## src/rtl/i2cm_arb_pkg.sv

```systemverilog
// Shared types and cfg field layout for the i2cm multi-channel trigger arbiter.
package i2cm_arb_pkg;
    typedef enum logic [1:0] {IDLE, LAUNCH, BUSY, DONE} arb_state_e;

    localparam int CFG_W        = 28;
    localparam int CFG_ADDR_LSB = 0;
    localparam int CFG_DEV_LSB  = 8;
    localparam int CFG_NUM_LSB  = 16;
    localparam int CFG_SEQ_BIT  = 24;
    localparam int CFG_STB_BIT  = 25;
    localparam int CFG_TYPE_BIT = 26;
    localparam int CFG_NACK_BIT = 27;
endpackage

```

## src/rtl/i2cm_rr_pick.sv

```systemverilog
// Rotating priority encoder: first set request at or after ptr_i, wrapping N-1 -> 0.
module i2cm_rr_pick #(
    parameter int N = 4,
    parameter int W = 2
) (
    input  logic [N-1:0] req_i,
    input  logic [W-1:0] ptr_i,
    output logic         gnt_vld_o,
    output logic [W-1:0] gnt_idx_o
);
    logic [W:0] cand;

    // Walk offsets from farthest to nearest so the nearest request wins.
    always_comb begin
        gnt_vld_o = 1'b0;
        gnt_idx_o = '0;
        cand      = '0;
        for (int i = N - 1; i >= 0; i--) begin
            cand = {1'b0, ptr_i} + (W + 1)'(i);
            if (cand >= (W + 1)'(N)) cand = cand - (W + 1)'(N);
            if (req_i[cand[W-1:0]]) begin
                gnt_vld_o = 1'b1;
                gnt_idx_o = cand[W-1:0];
            end
        end
    end
endmodule

```

## src/rtl/i2cm_arb_mch.sv

```systemverilog
// Multi-channel trigger arbiter for i2cm: latches triggers, grants one channel at a time,
// snapshots its cfg, launches i2cm and reports per-channel finish/nack toggles.
module i2cm_arb_mch #(
    parameter int    CH_NUM   = 4,
    parameter int    CH_WID   = $clog2(CH_NUM),
    parameter int    NUM_WID  = 5,
    parameter string PRI_MODE = "RR",
    parameter int    CFG_W    = 28
) (
    input  logic                    i2cm_clk,
    input  logic                    i2cm_rst,
    input  logic [CH_NUM-1:0]       i_trg,
    input  logic [CH_NUM*CFG_W-1:0] r_cfg,
    input  logic                    i_i2cm_finish_pulse,
    input  logic                    i_i2cm_wdata_nack,
    output logic                    o_abr_trg,
    output logic                    o_abr_nack,
    output logic                    o_abr_type,
    output logic                    o_abr_stb,
    output logic                    o_abr_seq,
    output logic [NUM_WID-1:0]      o_abr_num,
    output logic [7:0]              o_abr_dev_id,
    output logic [7:0]              o_abr_addr,
    output logic [CH_WID-1:0]       o_abr_ch,
    output logic                    o_abr_busy,
    output logic [CH_NUM-1:0]       o_finish_tgl,
    output logic [CH_NUM-1:0]       o_nack_ntfy_tgl,
    output logic [CH_NUM-1:0]       o_trg_drop_pls
);
    import i2cm_arb_pkg::*;

    localparam bit FIXED_PRI = (PRI_MODE == "FIXED");

    arb_state_e          state_q;
    logic [CH_NUM-1:0]   pend_q, pend_d, drop_q, drop_d, clr;
    logic [CH_NUM-1:0]   ftgl_q, ntgl_q;
    logic [CH_WID-1:0]   ptr_q, pick_ptr, gnt_idx, ch_q;
    logic                gnt_vld, grant, trg_q, busy_q, nack_q;
    logic [CFG_W-1:0]    win_cfg, snap_q;
    logic                win_num_zero, snap_num_zero, cfg_unused;

    assign pick_ptr = FIXED_PRI ? '0 : ptr_q;

    i2cm_rr_pick #(.N(CH_NUM), .W(CH_WID)) u_pick (
        .req_i     (pend_q),
        .ptr_i     (pick_ptr),
        .gnt_vld_o (gnt_vld),
        .gnt_idx_o (gnt_idx)
    );

    always_comb begin
        win_cfg = '0;
        for (int k = 0; k < CH_NUM; k++)
            if (gnt_idx == CH_WID'(k)) win_cfg = r_cfg[k*CFG_W +: CFG_W];
    end

    assign grant         = (state_q == IDLE) && gnt_vld;
    assign win_num_zero  = ~|win_cfg[CFG_NUM_LSB +: NUM_WID];
    assign snap_num_zero = ~|snap_q[CFG_NUM_LSB +: NUM_WID];
    assign cfg_unused    = ^win_cfg[CFG_NUM_LSB +: 8];

    // A same-edge trigger on the winner re-pends it: set beats the grant clear.
    always_comb begin
        clr = '0;
        if (grant) clr[gnt_idx] = 1'b1;
        pend_d = (pend_q & ~clr) | i_trg;
        drop_d = i_trg & pend_q & ~clr;
    end

    always_ff @(posedge i2cm_clk or posedge i2cm_rst) begin
        if (i2cm_rst) begin
            pend_q <= '0;
            drop_q <= '0;
        end else begin
            pend_q <= pend_d;
            drop_q <= drop_d;
        end
    end

    always_ff @(posedge i2cm_clk or posedge i2cm_rst) begin
        if (i2cm_rst) begin
            state_q <= IDLE;
            trg_q   <= 1'b0;
            busy_q  <= 1'b0;
            nack_q  <= 1'b0;
            ch_q    <= '0;
            snap_q  <= '0;
            ptr_q   <= '0;
            ftgl_q  <= '0;
            ntgl_q  <= '0;
        end else begin
            case (state_q)
                IDLE: if (gnt_vld) begin
                    ch_q    <= gnt_idx;
                    snap_q  <= win_cfg;
                    busy_q  <= 1'b1;
                    nack_q  <= 1'b0;
                    trg_q   <= ~win_num_zero;
                    state_q <= LAUNCH;
                end
                // A zero-length transfer never reaches i2cm and completes without nack.
                LAUNCH: begin
                    trg_q   <= 1'b0;
                    state_q <= snap_num_zero ? DONE : BUSY;
                end
                BUSY: if (i_i2cm_finish_pulse) begin
                    nack_q  <= i_i2cm_wdata_nack;
                    state_q <= DONE;
                end
                DONE: begin
                    ftgl_q[ch_q] <= ~ftgl_q[ch_q];
                    if (nack_q) ntgl_q[ch_q] <= ~ntgl_q[ch_q];
                    ptr_q   <= (ch_q == CH_WID'(CH_NUM - 1)) ? '0 : ch_q + 1'b1;
                    busy_q  <= 1'b0;
                    state_q <= IDLE;
                end
                default: state_q <= IDLE;
            endcase
        end
    end

    assign o_abr_trg       = trg_q;
    assign o_abr_busy      = busy_q;
    assign o_abr_ch        = ch_q;
    assign o_abr_nack      = snap_q[CFG_NACK_BIT];
    assign o_abr_type      = snap_q[CFG_TYPE_BIT];
    assign o_abr_stb       = snap_q[CFG_STB_BIT];
    assign o_abr_seq       = snap_q[CFG_SEQ_BIT];
    assign o_abr_num       = snap_q[CFG_NUM_LSB +: NUM_WID];
    assign o_abr_dev_id    = snap_q[CFG_DEV_LSB +: 8];
    assign o_abr_addr      = snap_q[CFG_ADDR_LSB +: 8];
    assign o_finish_tgl    = ftgl_q;
    assign o_nack_ntfy_tgl = ntgl_q;
    assign o_trg_drop_pls  = drop_q;
endmodule

```

## config.mk

```make
export PLATFORM = sky130hd
export DESIGN_NAME = i2cm_arb_mch
export DESIGN_NICKNAME = d
export VERILOG_FILES = /design/src/rtl/i2cm_arb_pkg.sv /design/src/rtl/i2cm_rr_pick.sv /design/src/rtl/i2cm_arb_mch.sv
export SDC_FILE = /design/constraint.sdc
export NUM_CORES = 1
export LEC_CHECK = 0
export CORE_UTILIZATION = 41
export CTS_BUF_LIST = sky130_fd_sc_hd__clkbuf_2 sky130_fd_sc_hd__clkbuf_4 sky130_fd_sc_hd__clkbuf_8
export DETAILED_ROUTE_END_ITERATION = 6
export GPL_TIMING_DRIVEN = 0
export HOLD_SLACK_MARGIN = 0.1
export PLACE_DENSITY = 0.84
export REMOVE_ABC_BUFFERS = 1
export SLEW_MARGIN = 5
export SYNTH_ARGS = -nofsm -noshare
export SYNTH_HDL_FRONTEND = slang
export SYNTH_SLANG_ARGS = --single-unit
```

## constraint.sdc

```tcl
create_clock -name i2cm_clk -period 2.6 [get_ports i2cm_clk]
set_input_delay 0.65 -clock i2cm_clk [delete_from_list [all_inputs] [get_ports i2cm_clk]]
set_output_delay 0.65 -clock i2cm_clk [all_outputs]
set_load 0.05 [all_outputs]
```

### Yosys cells after proc, flatten, opt, wreduce, memory -nomap -nowiden

Index checks and enable logic that the tools add are counted.

* bits in registers: 53
* output and inout bits: 41
* logic and storage cells: 110

* add/sub/neg operators: 8
* $lt $le $gt $ge: 12
* eq/ne operators: 9
* muxes and demuxes: 47
* bitwise gates (word level): 7
* reduce and logical (&&, ||, !) cells: 16

Operators with widths (count)
* $mux 28: 4
* $mux 2: 11
* $lt 2x3->1 const B: 6
* $mux 1: 17
* $and 4x4->4: 3
* $bmux 1 s2: 6
* $eq 2x2->1 const B: 5
* $reduce_and 2->1: 5
* $reduce_or 5->1: 2
* $ge 3x3->1 const B: 3
* $bwmux 4: 2
* $pmux 2 s4: 1
* $sub 2x1->2 const B: 4
* $add 2x2->3 const B: 2
* $pmux 1 s2: 3
* $reduce_bool 2->1: 3
* $demux 1 s2: 2
* $eq 2x1->1 const B: 2
* $ge 2x1->1 const B: 2
* $logic_not 2->1: 2
* $mux 4: 1
* $ne 2x2->1 const B: 2
* $not 4->4: 1
* $or 4x4->4: 1
* 6 further kinds: 9

### Logic depth before layout (Yosys ltp)

* word-level depth: 17
* gate-level depth with buffers: 9
* depth with buffers taken out: 7

### Modules after synthesis

From an unflattened synthesis, not the netlist that was laid out.

* cells, all modules: 207
* area total of the unflattened synthesis: 2822.7 um2

Modules (own cells, without submodules)
* i2cm_arb_mch: times used 1, cells an instance 194, area each 2745.1 um2
* i2cm_rr_pick: times used 1, cells an instance 13, area each 77.6 um2

### Worst setup path after synthesis

Ideal clock, no wire load.

* kind: flip-flop to flip-flop
* start: reg ptr_q[1] (netlist: pick_ptr[1])
* end: reg trg_q (netlist: o_abr_trg)
* setup time: 128 ps
* data arrival time: 1774 ps
* required time: 2472 ps
* setup slack: 698 ps
* stages on the path, launching flop included: 9
* path buffers: 1
* path through: dfrtp_1 and2_4 o211a_1 nor2_4 buf_6 mux2i_1 mux2i_1 nor4_1 o21ai_1

* cells in the longest elaborated chain, start to end: 17

Ends and longest elaborated chain
* from (decl): line i2cm_arb_mch.sv:37 `logic [CH_WID-1:0] ptr_q, pick_ptr, gnt_idx, ch_q;`
* from (signal assigned): line i2cm_arb_mch.sv:113 `ptr_q <= (ch_q == CH_WID'(CH_NUM - 1)) ? '0 : ch_q + 1'b1;`
* $add 2x2->3: line i2cm_rr_pick.sv:19 `cand = {1'b0, ptr_i} + (W + 1)'(i);`
* $ge 3x3->1 or $sub 2x1->2 (tied branches): line i2cm_rr_pick.sv:20 `if (cand >= (W + 1)'(N)) cand = cand - (W + 1)'(N);`
* $mux 2: line i2cm_rr_pick.sv:20
* $bmux 1 s2: line i2cm_rr_pick.sv:21 `if (req_i[cand[W-1:0]]) begin`
* $mux 1 (implied by the code): line i2cm_rr_pick.sv:21
* $mux 2 (4 in a row): line i2cm_rr_pick.sv:21
* $logic_not 2->1: line i2cm_arb_mch.sv:54 `if (gnt_idx == CH_WID'(k)) win_cfg = r_cfg[k*CFG_W +: CFG_W];`
* $mux 28 (4 in a row): line i2cm_arb_mch.sv:54
* $reduce_or 5->1: line i2cm_arb_mch.sv:58 `assign win_num_zero = ~|win_cfg[CFG_NUM_LSB +: NUM_WID];`
* $mux 1: line i2cm_arb_mch.sv:93 `IDLE: if (gnt_vld) begin`
* $pmux 1 s2: line i2cm_arb_mch.sv:92 `case (state_q)`
* to (signal assigned): line i2cm_arb_mch.sv:98 `trg_q <= ~win_num_zero;`
* to (decl): line i2cm_arb_mch.sv:38 `logic gnt_vld, grant, trg_q, busy_q, nack_q;`

Parallel ways exist; a longest one is shown, timed or not. The select of a mux whose other input is x is not followed.
A chain may end at the register's enable or synchronous reset.

### Worst setup path in the final report

* start: reg ch_q[0] (netlist: o_abr_ch[0])
* end: out o_abr_ch[0]

RTL lines
* from (decl): line i2cm_arb_mch.sv:37
* from (signal assigned): line i2cm_arb_mch.sv:94 `ch_q <= gnt_idx;`
* to (decl): line i2cm_arb_mch.sv:24 `output logic [CH_WID-1:0] o_abr_ch,`

No word-level cell between the ends.

==> results.tsv <==
stage	metric	value	unit
pwr	Lkg Pwr	2.08	nW
setup_path	WS Path Type	reg -> out	
routing	DRC	0	
placed_design	gpl congestion	0.786	
global_routing	All-Layer GR Usage	22.7	%
setup_path	Critical path buffers and inverters	1	
worst_hold_path	Hold WC Path Type	reg -> reg	
logic_synthesis	top cell type's share of synthesized area	41.6	%
sta	final hold viol count	0	
routing	routed vias	3158	
logic_synthesis	register area share after synthesis	41.6	%
setup_path	register-to-register setup slack	270	ps
floorplan	Die Y	87.7	µm
flow_run	maxcap violations	0	
setup_path	worst-path cell chain	clkdlybuf4s50_1	
clocking	root buffer cell	clkbuf_8	
logic_synthesis	Syn. warnings	0	
sta	period utilization	90.3	%
worst_hold_path	hold path depth	2	
placed_design	HPWL Detailed	6480	µm
setup_path	CP Capture Type	primary output	
layout	most frequent cells in the layout	clkdlybuf4s50_1 (148), nand2_1 (134), o21ai_0 (52), dfrtp_1 (50), nand3_1 (31)	
floorplan	width of the die	87.7	µm
pwr	PwrDens	1450	nW/µm²
logic_synthesis	asr flop ratio synth	100	%
sta	RSZ-0062 raised after global routing	false	
sta	setup tns final	0	ps
logic_synthesis	number of flops mapped to enable cells by yosys	0	
logic_synthesis	synthesis-stage register bit count	50	
sta	Worst Tran Pin Value	976	ps
setup_path	slowest CP cell	clkdlybuf4s50_1	
logic_synthesis	mux contribution to synthesized area	6.73	%
logic_synthesis	leading post-synthesis cells by cell area	dfrtp_1 (42%), nand2_1 (17%), o21ai_0 (8.6%), nand3_1 (5.2%), ha_1 (3.3%)	
logic_synthesis	Post-Syn Area	3010	µm²
global_routing	vias in the first global route	3012	
logic_synthesis	Most used DFF post-synth	dfrtp_1	
floorplan	total core area	6940	µm²
sta	max_slew headroom	34.9	%
sta	worst hold margin	486	ps
layout	fin cells	616	
outcome	outcome	complete, no violations	
sta	Slew Limit Fails	0	
routing	Iter 0 DRT Violations	121	
global_routing	first-pass GRT wire length	13600	µm
logic_synthesis	largest family of logic cells by synthesized area	simple AND/OR/NAND/NOR gates	
logic_synthesis	synthesized area per cell	7.92	µm²
routing	total length of routed wires	8610	µm
logic_synthesis	Synth Area in Adders	3.33	%
routing	Initial DRT Pass Iterations	4	
placed_design	I/O Buffers	148	
logic_synthesis	Synth Area in Simple Gates	26.6	%
setup_path	slowest stage delay, CP	870	ps
logic_synthesis	biggest area consumer among synthesized cells	dfrtp_1	
floorplan	die area	7690	µm²
setup_path	crit start category	flip-flop	
routing	average wire per standard cell	14.0	µm
clocking	cts bufs inserted	5	
setup_path	WP depth	1	
pwr	Max IR drop VDD	0.709	mV
logic_synthesis	xor and xnor area share after synthesis	0	%
layout	# diodes	0	
global_routing	grt total ovfl	0	
setup_path	CP Max Fanout	8	
floorplan	Cell Rows	30	
layout	share of layout cells above drive strength 1	6.15	%
logic_synthesis	Syn Inst Count	380	
logic_synthesis	Netlist cell types	42	
placed_design	# placed instances	605	
sta	Max Fclk	426	MHz
clocking	Max clock buf depth	2	
clocking	H-tree depth	2	
sta	clk_skew	10.3	ps
setup_path	required time worst endpoint	1950	ps
global_routing	initial antenna violation count	0	
layout	fill count	585	
layout	area grow syn2layout	56.1	%
routing	DR vias/cell	5.13	
layout	commonest non-fill, non-tap cell in the layout	clkdlybuf4s50_1	
layout	fin nets	648	
clocking	Reg clk slew, reported paths	90	ps
floorplan	Starting Density	43.4	%
setup_path	Arr. time, crit path	1700	ps
logic_synthesis	Synth Area in Compound Gates	16.3	%
clocking	clk sinks	50	
routing	residual antenna-violating net count after detailed routing	0	
sta	Final setup viols	0	
setup_path	Reg2Reg Depth	5	
clocking	CTS tree	done	
setup_path	crit-path leading delay family	buffers and inverters	
global_routing	largest net degree at the start of global routing	49	
sta	post-route minimum period	2350	ps
floorplan	io pins	161	
clocking	clock latency on the worst-skew pair	310	ps
-- where the power goes --
group          switching, mW  internal [mW]  leakage, nW
combinational           3.06           1.76         1.43
clock                  0.257          0.283       0.0542
sequential             0.301           1.17        0.594
total                   3.62           3.21         2.08
-- kinds of logic (layout without fill, tap and decap cells) --
logic type	count (synthesis)	count (layout)
buffers and inverters	34	172
AO/OA/AOI/OAI	83	83
flip-flops	50	50
adder cells (fa/ha/maj)	8	8
AND/OR/NAND/NOR	188	190
multiplexers	17	17
-- layout make-up --
type                       count  area (µm²)  area share [%]
multi-input combinational    298        1630            34.7
timing repair buffer         154        1550            33.0
sequential                    50        1250            26.6
tap                           96         120            2.56
clock buffer                   5        68.8            1.46
inverter                      11        41.3           0.879
clock inverter                 2        38.8           0.825
-- per-layer routing --
layer  vias up  GRT usage [%]  share of wire, %
met4         0           8.20               2.2
met3        22           8.01               7.8
met5         -              0                 0
li1       1564              -                 -
met2       117           40.5                51
met1      1455           24.9                39
-- registers in the layout, summed over array words and instances (netlist names) --
signal and flops:
o_trg_drop_pls 4, o_abr_ch 2, pick_ptr 2, o_abr_trg 1, state_q 2, pend_q 4, o_abr_busy 1, o_finish_tgl 4
snap_q 25, o_nack_ntfy_tgl 4, nack_q 1
-- synth_stat cells (4+ instances only) --
cell type / number
nand3_1: 31
ha_1: 8
buf_2: 9
a31oi_1: 5
a21oi_1: 6
clkbuf_1: 9
mux2i_1: 9
inv_1: 11
o21ai_0: 52
nor2_1: 4
nand2_1: 135
dfrtp_1: 50
mux2_2: 6
-- through the flow --
stage,power (mW),area [µm²],setup slack [ps],utilization (%)
CTS,6.79,4660,5.51,67.2
floorplan,4.43,2890,-1510,-
global route,7.37,4700,71.6,67.7
finish,6.83,4700,252,67.7
global placement,5.51,4490,-2940,64.6
detailed placement,6.21,4550,-178,65.5
-- what timing repair did --
| action | in CTS | in global routing |
|---|---|---|
| hold buffers | 0 | 0 |
| cloned | 1 | 1 |
| pin swaps | 1 | 1 |
| endpoints found under the setup margin | 17 | 1 |
| setup buffers | 0 | 2 |
| gates resized for setup | 1 | 3 |
-- worst paths after layout --
check	start	endpoint
max	o_abr_ch[0]	o_abr_ch[0]
min	snap_q[13]	snap_q[13]
max reg2reg	state_q[0]	snap_q[16]
min reg2reg	snap_q[13]	snap_q[13]
max in group asynchronous	i2cm_rst	snap_q[13]
min in group asynchronous	i2cm_rst	snap_q[12]
-- worst register-to-register path: cells and delay by family (launching register included) --
kind	cells	cell delay [ps]
buffers and inverters	1	110
AND/OR/NAND/NOR	2	980
flip-flops	1	440
adder cells (fa/ha/maj)	1	490
AO/OA/AOI/OAI	1	200
No activity file was read; power rests on OpenSTA's default activity.
==> RTL change (same flow settings) <==
The parameter `NUM_WID` goes from 5 to 4.
--- a/src/rtl/i2cm_arb_mch.sv
+++ b/src/rtl/i2cm_arb_mch.sv
@@ -5,3 +5,3 @@
     parameter int    CH_WID   = $clog2(CH_NUM),
-    parameter int    NUM_WID  = 5,
+    parameter int    NUM_WID  = 4,
     parameter string PRI_MODE = "RR",
Ports: changed (resized o_abr_num); port bits go from 161 to 160. The function was not compared with the original's and may differ.
==> RTL change against the unedited design <==
Wire length down 10%; combinational power down 13%; power fell by 9.9%; die area shrank 5.4%; synthesized area fell by 5.6%; global-route usage fell by 0.48 points; sequential cell count decreased by 1; count of clock-buffer cells in the layout is the same; worst setup slack worse by 0.015 ns; sequential power is 3% lower; cell area shrank 4.2%; highest routed layer unchanged.
==> RTL change: results (changes against the unedited design) <==
[outcome]
status = finished, final reports clean

[clock_tree]
clockBufferDepth = 2  ; unchanged
clk_pin_slew_ns = 0.10
clkLatencyLatePin_ns = 0.31  ; about the same
cts-root-buf = clkbuf_8
cts_buffers = 5  ; unchanged

[yosys]
ys_top_cells_by_count = 139 x nand2_1, 53 x o21ai_0, 49 x dfrtp_1
synth_ff_type = dfrtp_1
ys_warn_count = 0  ; unchanged
ys_seq_area_share_pct = 43.1  ; +1.6 points
synth_cell_type_count = 29  ; -31%
async_reset_ff_share_pct = 100  ; unchanged
synth_area_leaders = dfrtp_1 43%, nand2_1 18%, o21ai_0 9.3%

[critical_path]
rr_startpoint = pick_ptr[1]
crit_start = o_abr_ch[0]
crit_path_max_incr_delay_ns = 0.86
timing.rr.end = o_abr_trg
r2r_cells = 6  ; +1
slowest_stage = clkdlybuf4s50_1
cp_top_family = buffers and inverters
r2r_slack_ns = 0.29  ; +0.02 ns
crit_path_max_fanout = 8  ; unchanged
crit_end = o_abr_ch[0]
crit_arrival_ns = 1.71

[power_and_ir_drop]
vdd_drop_max_uv = 507  ; -29%
p_leak_nw = 1.98  ; -4.4%
p_seq_share_pct = 23.2  ; +1.7 points
p_int_mw = 3.00  ; -6.7%
power_frac_comb_pct = 67.7  ; -2.9 points

[final_layout]
diodes = 0  ; unchanged
largest_register = snap_q
fill_cells = 544  ; -7.0%
drive_gt1_share_pct = 5.85  ; -0.31 points
finalNetCount = 623  ; -3.9%
largest_reg_flops = 24  ; -4.0%

[placement]
gp_congestion = 0.778  ; -1.1%
io_buffers = 143  ; -3.4%
dp_hpwl_um = 5880  ; -9.3%

[worst_hold_path]
hold_path.class = flop to flop

[detailed_routing]
firstDrtPassIters = 5  ; +1
drtIter0Drc = 80  ; -34%
routed_via_density = 5.14  ; +0.29%
wire_per_inst_um = 13.5  ; -3.5%

[global_route]
grt_pass1_wl_um = 12900  ; -4.9%
grt_max_degree = 50  ; +2.0%
antenna_found_initial = 0  ; unchanged
grt_use_total_pct = 22.2  ; -0.48 points

[job]
drv_cap = 0  ; unchanged

[sta]
hold_ws_ns = 0.482  ; -0.00337 ns
skew_ns = 0.0105  ; +0.000159 ns
setup_viol = 0  ; unchanged
tightest_slew_ns = 0.802  ; -0.174 ns

==> RTL change: cell type report <==
type / count / area share, %
clock inverter: 3 / 1.03
sequential: 49 / 27.2
multi-input combinational: 281 / 33.4
clock buffer: 5 / 1.53
tap: 77 / 2.14
timing repair buffer: 148 / 33.8
inverter: 10 / 0.834
==> RTL change: layer usage <==
layer | track usage [%] | up-vias | routed length [um]
li1 | - | 1472 | -
met1 | 24.4 | 1346 | 3000
met2 | 40.2 | 110 | 3990
met3 | 5.93 | 18 | 533
met4 | 9.55 | 0 | 195
met5 | 0 | - | 0
==> RTL change: worst min-delay path by stage <==
stage	from	end	cells after the start
2_1_floorplan	pend_q[3]	pend_q[3]	1
3_3_place_gp	snap_q[26]	snap_q[26]	2
3_5_place_dp	snap_q[13]	snap_q[13]	2
4_1_cts	snap_q[27]	snap_q[27]	2
5_1_grt	snap_q[26]	snap_q[26]	2
6_report	snap_q[13]	snap_q[13]	2
==> RTL change: metrics by stage <==
stage               std cells  power, mW  setup slack (ns)  TNS, ns  cell area (sq um)
floorplan                 340       4.16            -0.136   -0.158               2750
global placement          560       5.34            -0.700   -18.81               4280
detailed placement        563       5.62            -0.218   -0.244               4370
CTS                       573       6.22            0.0434        0               4500
global route              573       6.67            0.0509        0               4500
finish                    573       6.16             0.236        0               4500
==> RTL change: logic make-up after synthesis <==
group / Yosys count / synth area share, %
AO/OA/AOI/OAI: 72 / 13.8
adder cells (fa/ha/maj): 8 / 3.52
buffers and inverters: 32 / 4.49
flip-flops: 49 / 43.1
multiplexers: 18 / 7.97
AND/OR/NAND/NOR: 183 / 27.1
==> RTL change: repair_timing <==
action,in CTS,in global routing
endpoints found under the hold margin,0,0
gates resized for setup,0,0
buffers inserted,2,0
hold buffers,0,0
endpoints found under the setup margin,2,0
